[src/rtl/apb_master_if.sv]
// Bundle of the local command/response port and the APB4 requester signals.
// The master modport is the apb_master view; the slave modport is the view of
// whatever drives commands and answers on APB (controller plus responder).
interface apb_master_if #(
    parameter int ADDR_SIZE = 32,
    parameter int DATA_SIZE = 32
);
    // local command port
    logic                 cmd_valid;
    logic                 cmd_ready;
    logic                 cmd_write;
    logic [ADDR_SIZE-1:0] cmd_addr;
    logic [DATA_SIZE-1:0] cmd_wdata;
    logic [3:0]           cmd_strb;
    logic [2:0]           cmd_prot;

    // APB4 bus
    logic [ADDR_SIZE-1:0] PADDR;
    logic [2:0]           PPROT;
    logic                 PSEL;
    logic                 PENABLE;
    logic                 PWRITE;
    logic [DATA_SIZE-1:0] PWDATA;
    logic [3:0]           PSTRB;
    logic [DATA_SIZE-1:0] PRDATA;
    logic                 PREADY;
    logic                 PSLVERR;

    // response strobe
    logic                 rsp_valid;
    logic [DATA_SIZE-1:0] rsp_rdata;
    logic                 rsp_slverr;
    logic                 rsp_timeout;

    modport master (
        input  cmd_valid, cmd_write, cmd_addr, cmd_wdata, cmd_strb, cmd_prot,
        output cmd_ready,
        output PADDR, PPROT, PSEL, PENABLE, PWRITE, PWDATA, PSTRB,
        input  PRDATA, PREADY, PSLVERR,
        output rsp_valid, rsp_rdata, rsp_slverr, rsp_timeout
    );

    modport slave (
        output cmd_valid, cmd_write, cmd_addr, cmd_wdata, cmd_strb, cmd_prot,
        input  cmd_ready,
        input  PADDR, PPROT, PSEL, PENABLE, PWRITE, PWDATA, PSTRB,
        output PRDATA, PREADY, PSLVERR,
        input  rsp_valid, rsp_rdata, rsp_slverr, rsp_timeout
    );
endinterface

[src/rtl/apb_master.sv]
// APB4 requester: accepts single-beat commands on a valid/ready port, runs one
// SETUP/ACCESS transfer per command and reports the outcome on a one-cycle
// response strobe. A wait-state counter aborts transfers to hung slaves.
//
// state     | meaning
// ----------+-----------------------------------------------------------------
// ST_IDLE   | ready for a command; misaligned commands are answered from here
// ST_SETUP  | APB setup phase, PSEL=1 PENABLE=0, always one cycle
// ST_ACCESS | APB access phase, PSEL=1 PENABLE=1, waits for PREADY or timeout
module apb_master #(
    parameter int ADDR_SIZE = 32,
    parameter int DATA_SIZE = 32,
    parameter int TIMEOUT   = 255
) (
    input logic         PCLK,
    input logic         PRESET,
    apb_master_if.master bus
);

    // Counter holds 0..TIMEOUT; a disabled timeout still needs a legal 1-bit vector.
    localparam int WAIT_W = (TIMEOUT < 1) ? 1 : $clog2(TIMEOUT + 1);
    localparam logic [WAIT_W-1:0] WAIT_MAX  = (TIMEOUT < 1) ? '1 : WAIT_W'(TIMEOUT);
    // The abort fires in the TIMEOUT-th wait cycle, i.e. when TIMEOUT-1 waits
    // have already been counted.
    localparam logic [WAIT_W-1:0] WAIT_LAST = (TIMEOUT < 1) ? '0 : WAIT_W'(TIMEOUT - 1);
    localparam bit TIMEOUT_EN = (TIMEOUT > 0);

    typedef enum logic [1:0] {
        ST_IDLE   = 2'd0,
        ST_SETUP  = 2'd1,
        ST_ACCESS = 2'd2
    } state_t;

    state_t               r_state;
    state_t               w_state_nxt;

    logic [ADDR_SIZE-1:0] r_paddr;
    logic [2:0]           r_pprot;
    logic                 r_pwrite;
    logic [DATA_SIZE-1:0] r_pwdata;
    logic [3:0]           r_pstrb;

    logic [WAIT_W-1:0]    r_wait_cnt;

    logic                 r_rsp_valid;
    logic [DATA_SIZE-1:0] r_rsp_rdata;
    logic                 r_rsp_slverr;
    logic                 r_rsp_timeout;

    logic                 w_cmd_ready;
    logic                 w_psel;
    logic                 w_penable;
    logic                 w_accept;
    logic                 w_misalign;
    logic                 w_done;
    logic                 w_abort;
    logic                 w_aligned;
    logic                 w_wait_hit;

    assign w_aligned  = (bus.cmd_addr[1:0] == 2'b00);
    assign w_wait_hit = TIMEOUT_EN && (r_wait_cnt == WAIT_LAST);

    // State register; reset always lands in IDLE, abandoning any transfer.
    always_ff @(posedge PCLK) begin
        if (PRESET) begin
            r_state <= ST_IDLE;
        end else begin
            r_state <= w_state_nxt;
        end
    end

    // Next-state and phase decode.
    always_comb begin
        w_state_nxt = r_state;
        w_cmd_ready = 1'b0;
        w_psel      = 1'b0;
        w_penable   = 1'b0;
        w_accept    = 1'b0;
        w_misalign  = 1'b0;
        w_done      = 1'b0;
        w_abort     = 1'b0;
        case (r_state)
            ST_IDLE: begin
                w_cmd_ready = 1'b1;
                if (bus.cmd_valid) begin
                    if (w_aligned) begin
                        w_accept    = 1'b1;
                        w_state_nxt = ST_SETUP;
                    end else begin
                        w_misalign  = 1'b1;
                    end
                end
            end
            ST_SETUP: begin
                w_psel      = 1'b1;
                w_state_nxt = ST_ACCESS;
            end
            ST_ACCESS: begin
                w_psel    = 1'b1;
                w_penable = 1'b1;
                if (bus.PREADY) begin
                    w_done      = 1'b1;
                    w_state_nxt = ST_IDLE;
                end else if (w_wait_hit) begin
                    w_abort     = 1'b1;
                    w_state_nxt = ST_IDLE;
                end
            end
            default: begin
                w_state_nxt = ST_IDLE;
            end
        endcase
    end

    // Capture the accepted command; these registers drive the APB address
    // phase for the whole transfer. Reads present zero data and strobes.
    always_ff @(posedge PCLK) begin
        if (PRESET) begin
            r_paddr  <= '0;
            r_pprot  <= '0;
            r_pwrite <= 1'b0;
            r_pwdata <= '0;
            r_pstrb  <= '0;
        end else if (w_accept) begin
            r_paddr  <= bus.cmd_addr;
            r_pprot  <= bus.cmd_prot;
            r_pwrite <= bus.cmd_write;
            r_pwdata <= bus.cmd_write ? bus.cmd_wdata : '0;
            r_pstrb  <= bus.cmd_write ? bus.cmd_strb  : 4'b0000;
        end
    end

    // Count ACCESS cycles with PREADY low; cleared on the way into SETUP and
    // saturating so a disabled timeout cannot wrap back to zero.
    always_ff @(posedge PCLK) begin
        if (PRESET || w_accept) begin
            r_wait_cnt <= '0;
        end else if ((r_state == ST_ACCESS) && !bus.PREADY && (r_wait_cnt != WAIT_MAX)) begin
            r_wait_cnt <= r_wait_cnt + 1'b1;
        end
    end

    // Response strobe one cycle after completion; payload holds until the next one.
    always_ff @(posedge PCLK) begin
        if (PRESET) begin
            r_rsp_valid   <= 1'b0;
            r_rsp_rdata   <= '0;
            r_rsp_slverr  <= 1'b0;
            r_rsp_timeout <= 1'b0;
        end else begin
            r_rsp_valid <= w_done || w_abort || w_misalign;
            if (w_done) begin
                r_rsp_rdata   <= r_pwrite ? '0 : bus.PRDATA;
                r_rsp_slverr  <= bus.PSLVERR;
                r_rsp_timeout <= 1'b0;
            end else if (w_abort) begin
                r_rsp_rdata   <= '0;
                r_rsp_slverr  <= 1'b1;
                r_rsp_timeout <= 1'b1;
            end else if (w_misalign) begin
                r_rsp_rdata   <= '0;
                r_rsp_slverr  <= 1'b1;
                r_rsp_timeout <= 1'b0;
            end
        end
    end

    assign bus.cmd_ready   = w_cmd_ready;
    assign bus.PSEL        = w_psel;
    assign bus.PENABLE     = w_penable;
    assign bus.PADDR       = r_paddr;
    assign bus.PPROT       = r_pprot;
    assign bus.PWRITE      = r_pwrite;
    assign bus.PWDATA      = r_pwdata;
    assign bus.PSTRB       = r_pstrb;
    assign bus.rsp_valid   = r_rsp_valid;
    assign bus.rsp_rdata   = r_rsp_rdata;
    assign bus.rsp_slverr  = r_rsp_slverr;
    assign bus.rsp_timeout = r_rsp_timeout;

    // Protocol sanity: enable only inside a selected transfer, setup always
    // followed by access, no command acceptance while the bus is busy.
    a_penable_in_psel: assert property (@(posedge PCLK) disable iff (PRESET)
        bus.PENABLE |-> bus.PSEL);

    a_setup_then_access: assert property (@(posedge PCLK) disable iff (PRESET)
        (bus.PSEL && !bus.PENABLE && !PRESET) |=> bus.PENABLE);

    a_ready_only_idle: assert property (@(posedge PCLK) disable iff (PRESET)
        bus.cmd_ready |-> !bus.PSEL);

    a_timeout_is_error: assert property (@(posedge PCLK) disable iff (PRESET)
        bus.rsp_timeout |-> bus.rsp_slverr);

endmodule
[src/flat_wrapper.sv]
// flat-port wrapper written by rule: the top's interface ports become plain ports
module apb_master_flat 
#(
    parameter int ADDR_SIZE = 32,
    parameter int DATA_SIZE = 32,
    parameter int TIMEOUT   = 255
)
  (PCLK, PRESET, bus_cmd_valid, bus_cmd_write, bus_cmd_addr, bus_cmd_wdata, bus_cmd_strb, bus_cmd_prot, bus_cmd_ready, bus_PADDR, bus_PPROT, bus_PSEL, bus_PENABLE, bus_PWRITE, bus_PWDATA, bus_PSTRB, bus_PRDATA, bus_PREADY, bus_PSLVERR, bus_rsp_valid, bus_rsp_rdata, bus_rsp_slverr, bus_rsp_timeout);
  apb_master_if #(.ADDR_SIZE(ADDR_SIZE), .DATA_SIZE(DATA_SIZE)) bus_i ();
  input logic PCLK;
  input logic PRESET;
  input wire logic [$bits(bus_i.cmd_valid)-1:0] bus_cmd_valid;
  input wire logic [$bits(bus_i.cmd_write)-1:0] bus_cmd_write;
  input wire logic [$bits(bus_i.cmd_addr)-1:0] bus_cmd_addr;
  input wire logic [$bits(bus_i.cmd_wdata)-1:0] bus_cmd_wdata;
  input wire logic [$bits(bus_i.cmd_strb)-1:0] bus_cmd_strb;
  input wire logic [$bits(bus_i.cmd_prot)-1:0] bus_cmd_prot;
  output wire logic [$bits(bus_i.cmd_ready)-1:0] bus_cmd_ready;
  output wire logic [$bits(bus_i.PADDR)-1:0] bus_PADDR;
  output wire logic [$bits(bus_i.PPROT)-1:0] bus_PPROT;
  output wire logic [$bits(bus_i.PSEL)-1:0] bus_PSEL;
  output wire logic [$bits(bus_i.PENABLE)-1:0] bus_PENABLE;
  output wire logic [$bits(bus_i.PWRITE)-1:0] bus_PWRITE;
  output wire logic [$bits(bus_i.PWDATA)-1:0] bus_PWDATA;
  output wire logic [$bits(bus_i.PSTRB)-1:0] bus_PSTRB;
  input wire logic [$bits(bus_i.PRDATA)-1:0] bus_PRDATA;
  input wire logic [$bits(bus_i.PREADY)-1:0] bus_PREADY;
  input wire logic [$bits(bus_i.PSLVERR)-1:0] bus_PSLVERR;
  output wire logic [$bits(bus_i.rsp_valid)-1:0] bus_rsp_valid;
  output wire logic [$bits(bus_i.rsp_rdata)-1:0] bus_rsp_rdata;
  output wire logic [$bits(bus_i.rsp_slverr)-1:0] bus_rsp_slverr;
  output wire logic [$bits(bus_i.rsp_timeout)-1:0] bus_rsp_timeout;
  assign bus_i.cmd_valid = bus_cmd_valid;
  assign bus_i.cmd_write = bus_cmd_write;
  assign bus_i.cmd_addr = bus_cmd_addr;
  assign bus_i.cmd_wdata = bus_cmd_wdata;
  assign bus_i.cmd_strb = bus_cmd_strb;
  assign bus_i.cmd_prot = bus_cmd_prot;
  assign bus_cmd_ready = bus_i.cmd_ready;
  assign bus_PADDR = bus_i.PADDR;
  assign bus_PPROT = bus_i.PPROT;
  assign bus_PSEL = bus_i.PSEL;
  assign bus_PENABLE = bus_i.PENABLE;
  assign bus_PWRITE = bus_i.PWRITE;
  assign bus_PWDATA = bus_i.PWDATA;
  assign bus_PSTRB = bus_i.PSTRB;
  assign bus_i.PRDATA = bus_PRDATA;
  assign bus_i.PREADY = bus_PREADY;
  assign bus_i.PSLVERR = bus_PSLVERR;
  assign bus_rsp_valid = bus_i.rsp_valid;
  assign bus_rsp_rdata = bus_i.rsp_rdata;
  assign bus_rsp_slverr = bus_i.rsp_slverr;
  assign bus_rsp_timeout = bus_i.rsp_timeout;
  apb_master #(.ADDR_SIZE(ADDR_SIZE), .DATA_SIZE(DATA_SIZE), .TIMEOUT(TIMEOUT)) u_core (.PCLK(PCLK), .PRESET(PRESET), .bus(bus_i));
endmodule
[config.mk]
export PLATFORM = sky130hd
export DESIGN_NAME = apb_master_flat
export DESIGN_NICKNAME = d
export VERILOG_FILES = /design/src/rtl/apb_master_if.sv /design/src/rtl/apb_master.sv /design/src/flat_wrapper.sv
export SDC_FILE = /design/constraint.sdc
export NUM_CORES = 1
export LEC_CHECK = 0
export ABC_AREA = 1
export CAP_MARGIN = 20
export CORE_MARGIN = 5
export CORE_UTILIZATION = 40
export CTS_CLUSTER_DIAMETER = 30
export CTS_CLUSTER_SIZE = 16
export DETAILED_ROUTE_END_ITERATION = 7
export PLACE_DENSITY = 0.89
export SYNTH_ARGS = -nofsm -noshare
export SYNTH_HDL_FRONTEND = slang
export SYNTH_SLANG_ARGS = --single-unit
[constraint.sdc]
create_clock -name PCLK -period 4.38 [get_ports PCLK]
set_input_delay 0.657 -clock PCLK [delete_from_list [all_inputs] [get_ports PCLK]]
set_output_delay 0.657 -clock PCLK [all_outputs]
set_load 0.01 [all_outputs]
### Yosys cells after proc, flatten, opt, wreduce, memory -nomap -nowiden

Index checks and enable logic that the tools add are counted.

| storage, ports and cells | value |
|---|---|
| register bits after elaboration | 117 |
| bits in latches | 0 |
| RAM bits | 0 |
| ROM bits | 0 |
| bits of input ports | 109 |
| logic and storage cells | 62 |
| memories kept | 0 |

| operators by class | value |
|---|---|
| $add $sub $neg | 1 |
| $mul | 0 |
| divide/modulo/power cells | 0 |
| magnitude comparators | 0 |
| equality and inequality tests | 7 |
| shift operators | 0 |
| multiplexer cells | 30 |
| bitwise logic cells | 0 |
| reduce and logical (&&, ||, !) cells | 13 |

Operators with widths:

| kind | number |
|---|---|
| two-way mux 32 bit | 5 |
| two-way mux 1 bit | 19 |
| adder 8 x 1 -> 8 bit, second input constant | 1 |
| == test 8 bit, second input constant | 1 |
| two-way mux 2 bit | 4 |
| != test 8 bit, second input constant | 1 |
| one-hot mux 2 bit (3 select lines) | 1 |
| zero test 2 bit | 2 |
| two-way mux 4 bit | 1 |
| OR reduction 2 bit | 2 |
| logical OR 1 bit | 3 |
| != test 3 x 2 -> 1 bit, second input constant | 1 |
| AND reduction 3 bit | 1 |
| nonzero test 3 bit | 1 |
| == test 2 x 1 -> 1 bit, second input constant | 1 |
| == test 2 bit, second input constant | 1 |
| logical AND 1 bit | 2 |
| != test 2 x 1 -> 1 bit, second input constant | 1 |
| != test 2 bit, second input constant | 1 |
| nonzero test 2 bit | 1 |
| zero test 1 bit | 1 |

### Depth between registers and ports, before layout

| depth | value |
|---|---|
| depth in word-level cells | 7 |
| depth in mapped cells | 9 |

### Least setup slack after synthesis

No wires, ideal clock.

| path | value |
|---|---|
| kind | input port to flip-flop |
| start | in bus_cmd_valid |
| end | reg u_core.r_wait_cnt[1] |
| library setup time | 0.116 ns |
| arrival time | 1.427 ns |
| data required time | 4.264 ns |
| slack | 2.837 ns |
| stages on the path | 6 |
| buffers on the path | 1 |
| path through | nand2_2 nor3_4 nor2_1 buf_2 o21ai_0 nor2_1 |

| on the way | value |
|---|---|
| cells in the longest elaborated chain, start to end | 3 |

RTL lines:

| element | line | source |
|---|---|---|
| from (decl) | flat_wrapper.sv:12 | `input wire logic [$bits(bus_i.cmd_valid)-1:0] bus_cmd_valid;` |
| two-way mux 1 bit | apb_master.sv:85 | `if (bus.cmd_valid) begin` |
| two-way mux 1 bit | apb_master.sv:82 | `case (r_state)` |
| logical OR 1 bit | apb_master.sv:136 | `if (PRESET \|\| w_accept) begin` |
| to (signal assigned) | apb_master.sv:139 | `r_wait_cnt <= r_wait_cnt + 1'b1;` |
| to (decl) | apb_master.sv:43 | `logic [WAIT_W-1:0] r_wait_cnt;` |

No other way between the ends.
A chain may end at the register's enable or synchronous reset.

### Worst setup path after layout

| path | value |
|---|---|
| start | reg u_core.r_state[0] |
| end | out bus_PSEL |

| on the way | value |
|---|---|
| cells in the longest elaborated chain, start to end | 3 |
| elaborated cells on any way between the ends | 4 |
| those cells by class | 2 x eq/ne; 1 x mux; 1 x reduce/logical |

RTL lines:

| element | line | source |
|---|---|---|
| from (decl) | apb_master.sv:34 | `state_t r_state;` |
| from (signal assigned) | apb_master.sv:68 | `r_state <= w_state_nxt;` |
| == test 2 x 1 -> 1 bit or == test 2 bit (tied branches) | apb_master.sv:82 |  |
| OR reduction 2 bit (no source line) (*) | - |  |
| two-way mux 1 bit (*) | apb_master.sv:82 |  |
| to (decl) | flat_wrapper.sv:21 | `output wire logic [$bits(bus_i.PSEL)-1:0] bus_PSEL;` |

Mark *: on every way between the ends. The rest lies on a longest branch, timed or not.

==> results.sh <==
export IMPL_cp_max_fo=3
export IMPL_synth_edf_count=0
export IMPL_cts_tree="yes"
export IMPL_die_area_um2=13200
export IMPL_drv_slew=0
export IMPL_peakVddDrop_mv=0.323
export IMPL_total_power_mw=2.75
export IMPL_cp_required_ns=3.72
export IMPL_hold_class="reg2reg"
export IMPL_wl_met3_um=1420
export IMPL_grt_max_degree=42
export IMPL_top_layer="met4"
export IMPL_clkTransAtPathRegs_ns=0.06
export IMPL_crit_type="reg2out"
export IMPL_root_buffer="clkbuf_8"
export IMPL_num_rows=38
export IMPL_ant_nets=0
export IMPL_ys_seq_elements=117
export IMPL_utilization_pct=67.1
export IMPL_initial_utilization_pct=40.8
export IMPL_postSynth_asyncResetShare_pct=0
export IMPL_synth_top_area_share_pct=53.2
export IMPL_synthesis_area_um2=4400
export IMPL_gp_congestion=0.816
export IMPL_drt_wirelength_per_cell_um=14.7
export IMPL_drcViolationCount=0
export IMPL_die_w_um=115
export IMPL_timing_critical_path_arrival_ns=1.77
export IMPL_cts_buffers=17
export IMPL_min_to="u_core.bus.PADDR[1]$_SDFFE_PP0P_"
export IMPL_synth_fp_nets=677
export IMPL_maxCapViolations=0
export IMPL_timing_hold_ws_ns=0.440
export IMPL_grt_pass1_wl_um=21600
export IMPL_first_pass_iters=4
export IMPL_yosys_warnings=0
export IMPL_status="finished clean"
export IMPL_ioPinCount=219
export IMPL_cts_resized=0
export IMPL_hold_violations=0
export IMPL_diodes=0
export IMPL_power_density_nw_per_um2=380
export IMPL_synth_ff_type="dfxtp_1"
export IMPL_grt_setup_unrepaired="no"
export IMPL_min_delay_start="u_core.bus.PADDR[1]$_SDFFE_PP0P_"
export IMPL_fmax_mhz=413
export IMPL_reg2reg_depth=9
export IMPL_yosysTopAreaCell="dfxtp_1"
export IMPL_overflow=0
export IMPL_syn_inst=563
export IMPL_cts_hold_buf=0
export IMPL_postCtsSetupBuffers=0
export IMPL_cp_start_kind="flop"
export IMPL_fin_skew_ns=0.00858
export IMPL_drive_gt1_share_pct=7.34
export IMPL_slew_headroom_pct=36.2
export IMPL_synth_seq_area_share_pct=53.2
export IMPL_wirelength_um=13700
export IMPL_p_leak_nw=2.85
export IMPL_max_stage_delay_ns=0.55
export IMPL_antenna_found_initial=0
export IMPL_clkLatencyLatePin_ns=0.51
export IMPL_period_needed_ns=2.42
export IMPL_die_h_um=115
export IMPL_wl_met1_um=5300
export IMPL_hpwl_um=9310
export IMPL_clock_sinks=117
export IMPL_first_iter_violations=295
export IMPL_r2r_end="u_core.bus.rsp_slverr$_SDFFE_PP0P_"
export IMPL_setup_viol=0
export IMPL_via_per_inst=4.76
export IMPL_nets=891
export IMPL_core_area_um2=10800
export IMPL_portBuffers=218
export IMPL_r2r_start="u_core.r_state[0]$_SDFFE_PP0P_"
export IMPL_cp_slowest_cell="clkdlybuf4s50_1"
export IMPL_cts_max_level=4
export IMPL_grtUsageTotal_pct=20.6
export IMPL_area_growth_pct=64.7
export IMPL_synth_common_cells="117 x dfxtp_1, 107 x nand2_1, 88 x nor2_1, 53 x inv_1, 46 x o21ai_0"
export IMPL_hold_depth=2
export IMPL_syn_area_per_cell_um2=7.81
export IMPL_cts_buffer_depth=2
export IMPL_ys_types=24
export IMPL_setup_tns_final_ns=0
export IMPL_tightest_slew_ns=0.956
export IMPL_ff2ff_setup_slack_ns=2.11
export IMPL_critPathCaptureType="output port"
export IMPL_synth_most_common_cell="dfxtp_1"
export IMPL_met2_length_um=6730
export IMPL_min_period_over_period_pct=55.3
export IMPL_vias=4431
export IMPL_synth_area_leaders="dfxtp_1 53%, nand2_1 9.1%, nor2_1 7.5%"
export IMPL_crit_chain="inv_1 -> ha_1 -> clkdlybuf4s50_1"
export IMPL_grt_pass1_vias=4410
critical path, delay by kind of cell (launching register included):
kind	cells	cell delay, ns
fa+ha+maj	1	0.28
flops	1	0.36
buf+inv	2	0.62
kinds of logic after synthesis:
| kind of cell | after synthesis | share of synthesized area, % |
|---|---|---|
| buffers and inverters | 83 | 8.19 |
| and+or+nand+nor | 240 | 22.5 |
| AOI/OAI and AO/OA | 118 | 14.7 |
| adders and majority gates | 5 | 1.42 |
| DFF | 117 | 53.2 |
cell type report:
type	instances	area (um2)
fillers	878	3550
flip-flops and latches	117	2340
repair buffers	224	2230
multi-input cells	363	1700
clock buffers	20	445
inverters	54	203
well taps	140	175
clock inverters	12	153
power by group:
part | switching (mW) | leakage [nW] | total (mW) | internal (mW)
logic | 0.106 | 1.62 | 0.257 | 0.151
registers | 0.0134 | 0.948 | 1.11 | 1.09
clock network | 0.495 | 0.283 | 1.39 | 0.895
total | 0.615 | 2.85 | 2.75 | 2.14
stage by stage:
step / setup slack [ns] / cell area (um2) / cells
detailed placement: 1.56 / 6650 / 898
CTS: 1.93 / 7250 / 930
floorplan: 2.84 / 4400 / 563
finish: 1.96 / 7250 / 930
global placement: 1.58 / 6650 / 898
global route: 1.84 / 7250 / 930
registers in the layout (all words and copies together) (netlist names), 2 cells and up:
register	cells
u_core.bus.PADDR	32
u_core.bus.PWDATA	32
u_core.bus.rsp_rdata	32
u_core.r_wait_cnt	8
u_core.bus.PSTRB	4
u_core.bus.PPROT	3
u_core.r_state	2
cell usage in the layout (no fill, tap or decap), types with 6 or more instances in the layout:
| cell type | count |
|---|---|
| clkdlybuf4s50_1 | 218 |
| dfxtp_1 | 117 |
| nand2_1 | 107 |
| nor2_1 | 86 |
| inv_1 | 53 |
| o21ai_0 | 46 |
| a21oi_1 | 40 |
| nand3_1 | 39 |
| o21ai_1 | 18 |
| clkbuf_16 | 16 |
| o21ai_2 | 12 |
| buf_4 | 6 |
how the worst max path moves through the flow:
stage / startpoint / endpoint / slack (ns) / cells past startpoint
after floorplan: bus_cmd_valid / u_core.r_wait_cnt[1]$_SDFFE_PP0P_ / 2.84 / 6
after global placement: PRESET / u_core.bus.PWDATA[1]$_SDFFE_PP0P_ / 1.58 / 4
after detailed placement: PRESET / u_core.bus.PWDATA[31]$_SDFFE_PP0P_ / 1.56 / 4
after CTS: u_core.r_state[0]$_SDFFE_PP0P_ / bus_PSEL / 1.93 / 3
after global routing: PRESET / u_core.bus.PWDATA[2]$_SDFFE_PP0P_ / 1.84 / 4
final: u_core.r_state[0]$_SDFFE_PP0P_ / bus_PSEL / 1.96 / 3
metal layers:
metal / track usage [%] / up-vias
li1: - / 2215
met1: 22.2 / 2020
met2: 36.0 / 177
met3: 9.26 / 19
met4: 6.65 / 0
met5: 0 / -
Note: power is estimated with default switching activity, not from simulation.
